--- src/rtl/rs_stream_encoder_if.sv ---
// Stream and parallel-codeword bus of the RS(18,16) stream encoder.
//
// Handshake semantics, both directions: a transfer happens on a rising clk
// edge where valid && ready are both high. The producer keeps valid and its
// payload (data, sop, eop) stable until that transfer. ready may depend
// combinationally on the other side's ready, never on valid.
// cw_valid is a single-cycle strobe with no back-pressure.
interface rs_stream_encoder_if #(
  parameter int SYMBOL_WIDTH = 5,
  parameter int N            = 18
);
  logic                      in_valid;
  logic                      in_ready;
  logic [SYMBOL_WIDTH-1:0]   in_data;
  logic                      out_valid;
  logic                      out_ready;
  logic [SYMBOL_WIDTH-1:0]   out_data;
  logic                      out_sop;
  logic                      out_eop;
  logic                      cw_valid;
  logic [N*SYMBOL_WIDTH-1:0] cw_out;

  // Encoder side
  modport master (
    input  in_valid, in_data, out_ready,
    output in_ready, out_valid, out_data, out_sop, out_eop, cw_valid, cw_out
  );

  // Environment side: message source and codeword sink
  modport slave (
    output in_valid, in_data, out_ready,
    input  in_ready, out_valid, out_data, out_sop, out_eop, cw_valid, cw_out
  );
endinterface

--- src/rtl/rs_stream_encoder.sv ---
// Symbol-serial systematic RS(18,16) encoder over GF(2^5), x^5+x^2+1.
// g(x) = (x+a)(x+a^2) = x^2 + G1 x + G0. Message symbols pass straight
// through a one-deep output register, followed by the two parity symbols held
// in a two-stage LFSR. The codeword is also assembled in parallel (cw_out)
// and announced with a one-cycle cw_valid strobe.
module rs_stream_encoder #(
  parameter int SYMBOL_WIDTH = 5,
  parameter int N            = 18,
  parameter int K            = 16,
  parameter int G1           = 6,
  parameter int G0           = 8
) (
  input  logic                   clk,
  input  logic                   rst,
  rs_stream_encoder_if.master    bus,
  output logic [1:0]             dbg_state_o
);

  localparam int CNT_W = $clog2(K);
  localparam int POS_W = $clog2(N);

  localparam logic [SYMBOL_WIDTH-1:0] G1_C     = SYMBOL_WIDTH'(G1);
  localparam logic [SYMBOL_WIDTH-1:0] G0_C     = SYMBOL_WIDTH'(G0);
  // Low-order terms of the field polynomial: x^5 reduces to x^2 + 1.
  localparam logic [SYMBOL_WIDTH-1:0] POLY_LOW = SYMBOL_WIDTH'(5);
  localparam logic [CNT_W-1:0]        CNT_LAST = CNT_W'(K - 1);
  localparam logic [POS_W-1:0]        POS_TOP  = POS_W'(N - 1);

  typedef enum logic [1:0] {
    ST_MSG  = 2'd0,
    ST_PAR1 = 2'd1,
    ST_PAR0 = 2'd2
  } state_t;

  // GF(2^5) multiply: shift-and-add with reduction by x^5 = x^2 + 1.
  function automatic logic [SYMBOL_WIDTH-1:0] gf_mul(
    input logic [SYMBOL_WIDTH-1:0] a,
    input logic [SYMBOL_WIDTH-1:0] b
  );
    logic [SYMBOL_WIDTH-1:0] acc;
    logic [SYMBOL_WIDTH-1:0] sh;
    acc = '0;
    sh  = a;
    for (int i = 0; i < SYMBOL_WIDTH; i++) begin
      if (b[i]) acc = acc ^ sh;
      sh = {sh[SYMBOL_WIDTH-2:0], 1'b0} ^ (sh[SYMBOL_WIDTH-1] ? POLY_LOW : '0);
    end
    return acc;
  endfunction

  state_t                  state_q, state_d;
  logic [CNT_W-1:0]        cnt_q, cnt_d;
  logic [SYMBOL_WIDTH-1:0] r1_q, r1_d;
  logic [SYMBOL_WIDTH-1:0] r0_q, r0_d;
  logic                    out_valid_q, out_valid_d;
  logic [SYMBOL_WIDTH-1:0] out_data_q, out_data_d;
  logic                    out_sop_q, out_sop_d;
  logic                    out_eop_q, out_eop_d;
  logic                    cw_valid_q, cw_valid_d;
  logic [SYMBOL_WIDTH-1:0] cw_q [N];
  logic [SYMBOL_WIDTH-1:0] cw_d [N];

  logic                    buf_free;
  logic                    in_xfer;
  logic [SYMBOL_WIDTH-1:0] fb;
  logic [SYMBOL_WIDTH-1:0] fb_g1;
  logic [SYMBOL_WIDTH-1:0] fb_g0;
  logic [POS_W-1:0]        msg_pos;

  // The output register may be (re)loaded when empty or draining this cycle.
  assign buf_free     = !out_valid_q || bus.out_ready;
  assign bus.in_ready = (state_q == ST_MSG) && buf_free;
  assign in_xfer      = bus.in_valid && bus.in_ready;

  // LFSR feedback: message symbol plus the high-order remainder term.
  assign fb      = bus.in_data ^ r1_q;
  assign fb_g1   = gf_mul(fb, G1_C);
  assign fb_g0   = gf_mul(fb, G0_C);
  // First message symbol lands at the top codeword position N-1.
  assign msg_pos = POS_TOP - POS_W'(cnt_q);

  // Next-state logic: message pass-through, then two parity emits.
  always_comb begin
    state_d     = state_q;
    cnt_d       = cnt_q;
    r1_d        = r1_q;
    r0_d        = r0_q;
    out_valid_d = out_valid_q;
    out_data_d  = out_data_q;
    out_sop_d   = out_sop_q;
    out_eop_d   = out_eop_q;
    cw_valid_d  = 1'b0;
    cw_d        = cw_q;

    // A symbol accepted downstream leaves the register unless replaced below.
    if (bus.out_ready) out_valid_d = 1'b0;

    unique case (state_q)
      ST_MSG: begin
        if (in_xfer) begin
          out_valid_d  = 1'b1;
          out_data_d   = bus.in_data;
          out_sop_d    = (cnt_q == '0);
          out_eop_d    = 1'b0;
          cw_d[msg_pos] = bus.in_data;
          r1_d         = r0_q ^ fb_g1;
          r0_d         = fb_g0;
          if (cnt_q == CNT_LAST) begin
            cnt_d   = '0;
            state_d = ST_PAR1;
          end else begin
            cnt_d = cnt_q + 1'b1;
          end
        end
      end
      ST_PAR1: begin
        if (buf_free) begin
          out_valid_d = 1'b1;
          out_data_d  = r1_q;
          out_sop_d   = 1'b0;
          out_eop_d   = 1'b0;
          cw_d[1]     = r1_q;
          state_d     = ST_PAR0;
        end
      end
      ST_PAR0: begin
        if (buf_free) begin
          out_valid_d = 1'b1;
          out_data_d  = r0_q;
          out_sop_d   = 1'b0;
          out_eop_d   = 1'b1;
          cw_d[0]     = r0_q;
          r1_d        = '0;
          r0_d        = '0;
          // cw_d now holds every position, so the strobe aligns with it.
          cw_valid_d  = 1'b1;
          state_d     = ST_MSG;
        end
      end
      default: begin
        state_d = ST_MSG;
      end
    endcase
  end

  // State register with synchronous reset; an aborted frame is simply dropped.
  always_ff @(posedge clk) begin
    if (rst) begin
      state_q     <= ST_MSG;
      cnt_q       <= '0;
      r1_q        <= '0;
      r0_q        <= '0;
      out_valid_q <= 1'b0;
      out_data_q  <= '0;
      out_sop_q   <= 1'b0;
      out_eop_q   <= 1'b0;
      cw_valid_q  <= 1'b0;
      for (int j = 0; j < N; j++) cw_q[j] <= '0;
    end else begin
      state_q     <= state_d;
      cnt_q       <= cnt_d;
      r1_q        <= r1_d;
      r0_q        <= r0_d;
      out_valid_q <= out_valid_d;
      out_data_q  <= out_data_d;
      out_sop_q   <= out_sop_d;
      out_eop_q   <= out_eop_d;
      cw_valid_q  <= cw_valid_d;
      for (int j = 0; j < N; j++) cw_q[j] <= cw_d[j];
    end
  end

  assign bus.out_valid = out_valid_q;
  assign bus.out_data  = out_data_q;
  assign bus.out_sop   = out_sop_q;
  assign bus.out_eop   = out_eop_q;
  assign bus.cw_valid  = cw_valid_q;
  assign dbg_state_o   = state_q;

  for (genvar g = 0; g < N; g++) begin : g_cw
    assign bus.cw_out[g*SYMBOL_WIDTH +: SYMBOL_WIDTH] = cw_q[g];
  end

endmodule

--- src/flat_wrapper.sv ---
// flat-port wrapper written by rule: the top's interface ports become plain ports
module rs_stream_encoder_flat 
#(
  parameter int SYMBOL_WIDTH = 5,
  parameter int N            = 18,
  parameter int K            = 16,
  parameter int G1           = 6,
  parameter int G0           = 8
)
  (clk, rst, dbg_state_o, bus_in_valid, bus_in_data, bus_out_ready, bus_in_ready, bus_out_valid, bus_out_data, bus_out_sop, bus_out_eop, bus_cw_valid, bus_cw_out);
  rs_stream_encoder_if #(.SYMBOL_WIDTH(SYMBOL_WIDTH), .N(N)) bus_i ();
  input  logic clk;
  input  logic rst;
  output logic [1:0] dbg_state_o;
  input wire logic [$bits(bus_i.in_valid)-1:0] bus_in_valid;
  input wire logic [$bits(bus_i.in_data)-1:0] bus_in_data;
  input wire logic [$bits(bus_i.out_ready)-1:0] bus_out_ready;
  output wire logic [$bits(bus_i.in_ready)-1:0] bus_in_ready;
  output wire logic [$bits(bus_i.out_valid)-1:0] bus_out_valid;
  output wire logic [$bits(bus_i.out_data)-1:0] bus_out_data;
  output wire logic [$bits(bus_i.out_sop)-1:0] bus_out_sop;
  output wire logic [$bits(bus_i.out_eop)-1:0] bus_out_eop;
  output wire logic [$bits(bus_i.cw_valid)-1:0] bus_cw_valid;
  output wire logic [$bits(bus_i.cw_out)-1:0] bus_cw_out;
  assign bus_i.in_valid = bus_in_valid;
  assign bus_i.in_data = bus_in_data;
  assign bus_i.out_ready = bus_out_ready;
  assign bus_in_ready = bus_i.in_ready;
  assign bus_out_valid = bus_i.out_valid;
  assign bus_out_data = bus_i.out_data;
  assign bus_out_sop = bus_i.out_sop;
  assign bus_out_eop = bus_i.out_eop;
  assign bus_cw_valid = bus_i.cw_valid;
  assign bus_cw_out = bus_i.cw_out;
  rs_stream_encoder #(.SYMBOL_WIDTH(SYMBOL_WIDTH), .N(N), .K(K), .G1(G1), .G0(G0)) u_core (.clk(clk), .rst(rst), .bus(bus_i), .dbg_state_o(dbg_state_o));
endmodule
--- config.mk ---
export PLATFORM = sky130hd
export DESIGN_NAME = rs_stream_encoder_flat
export DESIGN_NICKNAME = d
export VERILOG_FILES = /design/src/rtl/rs_stream_encoder_if.sv /design/src/rtl/rs_stream_encoder.sv /design/src/flat_wrapper.sv
export SDC_FILE = /design/constraint.sdc
export NUM_CORES = 1
export LEC_CHECK = 0
export CORE_MARGIN = 3
export CORE_UTILIZATION = 40
export CTS_BUF_LIST = sky130_fd_sc_hd__clkbuf_8
export DETAILED_ROUTE_END_ITERATION = 12
export DONT_BUFFER_PORTS = 1
export PLACE_DENSITY = 0.68
export REMOVE_ABC_BUFFERS = 1
export SLEW_MARGIN = 20
export SYNTH_ARGS = -nofsm -noshare
export SYNTH_HDL_FRONTEND = slang
export SYNTH_SLANG_ARGS = --single-unit
--- constraint.sdc ---
create_clock -name clk -period 2.1 [get_ports clk]
set_input_delay 0.315 -clock clk [delete_from_list [all_inputs] [get_ports clk]]
set_output_delay 0.315 -clock clk [all_outputs]
set_load 0.03 [all_outputs]
==> flow_summary_export.csv <==
group,metric,value,unit
power,sw_frac_of_total,26.1,%
synth,yosysTopAreaCellShare,46.4,%
cells_and_area,nNetsFinal,541,
timing,finalMaxSlewViolations,0,
setup_path,slowest_delay,0.57,ns
grt,grt_max_degree,115,
cells_and_area,fin_util,46.5,%
power,p_comb_share,13.9,%
timing,rsz0062_at_grt,"true",
floorplanning,die_w,117,um
grt,grt_use_met3,8.05,%
placed_design,gp_congestion,0.860,
job,max-cap-violations,0,
detailed_routing,wire_per_inst,17.4,um
grt,grt.busiest_layer,"met2",
synth,synth_largest_area_cell,"dfxtp_1",
synth,syn_avg_cell_area,9.73,um2
floorplanning,fp-row-count,40,
timing,hold_viol_final,15,
setup_path,start_kind,"flip-flop",
floorplanning,dieArea,0.0138,mm2
setup_path,cp_data_arrival_time,2.40,ns
floorplanning,ios,111,
placed_design,place_worst_setup_slack,0.120,ns
power,power,4.84,mW
grt,met1_usage,21.6,%
timing,fmax,491,MHz
timing,worst_slack,0.0646,ns
setup_path,endpoint_kind,"flip-flop",
setup_path,path_class,"reg -> reg",
setup_path,r2r-start,"u_core.dbg_state_o[1]$_SDFFE_PP0P_",
detailed_routing,vias,3614,
power,p_switching,1.27,mW
placed_design,port_buffers,0,
outcome,violations,"negative hold slack",
power,vdd_ir_drop_max,486,uV
synth,synth.most_common_cell,"dfxtp_1",
synth,syn-cell-area,0.00496,mm2
setup_path,crit_start,"u_core.dbg_state_o[1]$_SDFFE_PP0P_",
synth,ys_types,48,
setup_path,crit_top_cell,"buf_4",
cells_and_area,drive_above_1_share,13.6,%
hold_path,hp-start,"rst",
clocking,clkSinkCount,115,
clocking,cts_hold_buf,5,
power,power_per_cell_area,864,mW/mm2
clocking,cts_buffers,17,
grt,grt_first_pass_wirelength,20.2,mm
power,clock_power_share,36.4,%
clocking,clkTransAtPathRegs,0.06,ns
power,seqPwrFrac,49.7,%
power,p_leak,2.43,nW
synth,synthArstFlopShare,0,%
setup_path,path_delay_family,"buffers and inverters",
power,intPower,3.58,mW
synth,synth.area.top_cells,"dfxtp_1, mux2i_1, nor2_1, ha_1, xnor2_1",
synth,synthTopCellsByCount,"dfxtp_1, nor2_1, mux2i_1, clkbuf_1, a21oi_1",
timing,clock_skew,0.00954,ns
synth,yosys_warnings,0,
setup_path,crit_chain,"inv_1, ha_1, buf_4, nand2_1, nor2_4, buf_4, a31oi_1, a311oi_1, dlygate4sd3_1",
timing,setup_tns,0,ns
grt,antenna_found_initial,0,
hold_path,worst_hold_path_type,"in -> reg",
floorplanning,start_util,41.2,%
clocking,clockBufferDepth,2,
setup_path,required,2.46,ns
timing,min_period,2.04,ns
timing,slew_headroom,64.8,%
detailed_routing,ant_nets,0,
grt,grt_overflow,0,
placed_design,dp_hpwl,8.42,mm
timing,holdWs,-0.0334,ns
synth,synth-seq-area-share,46.4,%
detailed_routing,drtIter0Drc,233,
clocking,cts_tree,"built",
grt,grt_use_met2,30.1,%
floorplanning,die_h,117,um
synth,ys_seq_elements,115,
setup_path,crit_slowest_cell,"dlygate4sd3_1",
clocking,clock_latency,0.42,ns
clocking,h-tree-depth,4,
outcome,status,"finished, violations left",
setup_path,crit_fanout,4,
timing,fin_crit_sh,96.9,%
cells_and_area,area_delta_synth_final,13.0,%
timing,setup_violations,0,
detailed_routing,dr.pass1.iters,5,
clocking,cts_root_buf,"clkbuf_8",
grt,grt_util_all_layers,18.2,%
synth,synth_ff_type,"dfxtp_1",
detailed_routing,vias_per_cell,5.17,
synth,synth_edf_count,0,
cells_and_area,diodes,0,
placed_design,placed_area,0.00519,mm2
floorplanning,core,0.0121,mm2
synth,syn_inst,510,
grt,first_global_vias,3724,
detailed_routing,wl,12.2,mm
setup_path,worst-path-buf-inv,4,
timing,worstMarginPinSlew,0.522,ns
detailed_routing,drc,0,
cells_and_area,fin_area,0.00561,mm2
timing repair:
action | in CTS | in global routing
gates resized for setup | 0 | 10
setup endpoints to repair | 0 | 34
buffers inserted | 0 | 0
endpoints found under the hold margin | 108 | 103
metal layers:
metal | routed length [um] | share of wire, %
met5 | 0 | 0
met4 | 200 | 1.6
met3 | 1030 | 8.4
met2 | 5940 | 49
met1 | 5020 | 41
power groups by stage:
stage | sequential, mW | clock (mW) | combinational, mW
after floorplan | 2.43 | 0 | 0.527
after global placement | 2.45 | 0 | 0.642
after detailed placement | 2.45 | 0 | 0.661
after CTS | 2.40 | 1.82 | 0.671
after global routing | 2.42 | 1.93 | 0.748
final | 2.41 | 1.76 | 0.671
stage by stage:
stage / hold WS, ns / instances
6_report: -0.0334 / 699
5_1_grt: -0.0673 / 699
4_1_cts: -0.0602 / 699
3_5_place_dp: 0.404 / 665
3_3_place_gp: 0.401 / 665
2_1_floorplan: 0.384 / 472
cells by family after synthesis:
| group | count (synthesis) | synth area share, % |
|---|---|---|
| compound gates | 67 | 9.05 |
| xor+xnor | 18 | 3.48 |
| fa+ha+maj | 11 | 2.77 |
| buf+inv | 51 | 4.51 |
| flops | 115 | 46.4 |
| mux | 89 | 18.3 |
| simple gates | 159 | 15.5 |
layout make-up:
cell class,count,area [um2]
clock buffers,19,262
multi-input cells,344,2470
fillers,1139,6450
flip-flops and latches,115,2300
well taps,168,210
clock inverters,10,71.3
inverters,13,48.8
repair buffers,30,238
worst paths after layout:
| kind | to | slack (ns) | depth (start not counted) |
|---|---|---|---|
| setup / recovery | u_core.cnt_q[3]$_SDFFE_PP0P_ | 0.06 | 9 |
| hold reg to reg | u_core.r1_q[0]$_SDFFE_PP0P_ | 0.55 | 2 |
| setup reg to reg | u_core.cnt_q[3]$_SDFFE_PP0P_ | 0.06 | 9 |
| hold / removal | u_core.bus.cw_out[68]$_SDFFE_PP0P_ | -0.03 | 1 |
flip-flops by register name, summed over array words and instances, names as in the netlist:
| register | flops |
|---|---|
| u_core.bus.cw_out | 90 |
| u_core.bus.cw_valid | 1 |
| u_core.bus.out_data | 5 |
| u_core.bus.out_eop | 1 |
| u_core.bus.out_sop | 1 |
| u_core.bus.out_valid | 1 |
| u_core.cnt_q | 4 |
| u_core.dbg_state_o | 2 |
| u_core.r0_q | 5 |
| u_core.r1_q | 5 |
cell usage in the layout (no fill, tap or decap), types with 2 or more instances in the layout:
master	netlist	layout
dfxtp_1	115	115
nor2_1	108	107
mux2i_1	87	87
buf_4	0	25
a21oi_1	21	21
clkbuf_8	0	19
inv_1	13	16
xnor2_1	13	13
ha_1	11	11
a22oi_1	9	9
nand4_1	7	7
nand2_1	6	6
o21a_1	6	6
a31oi_1	6	6
clkinv_2	0	6
and2_1	6	5
a2111oi_0	5	5
a211oi_1	5	5
dlygate4sd3_1	0	5
nor2b_1	4	4
or3_1	6	4
nor3_2	3	4
xor2_1	4	4
nand3_2	2	3
nand3_1	3	2
or3_4	0	2
nor3_4	2	2
o21ai_1	1	2
and3_1	2	2
nor3_1	3	2
o21bai_1	2	2
o21ai_0	3	2
a311oi_1	2	2
Note: power is estimated with default switching activity, not from simulation.
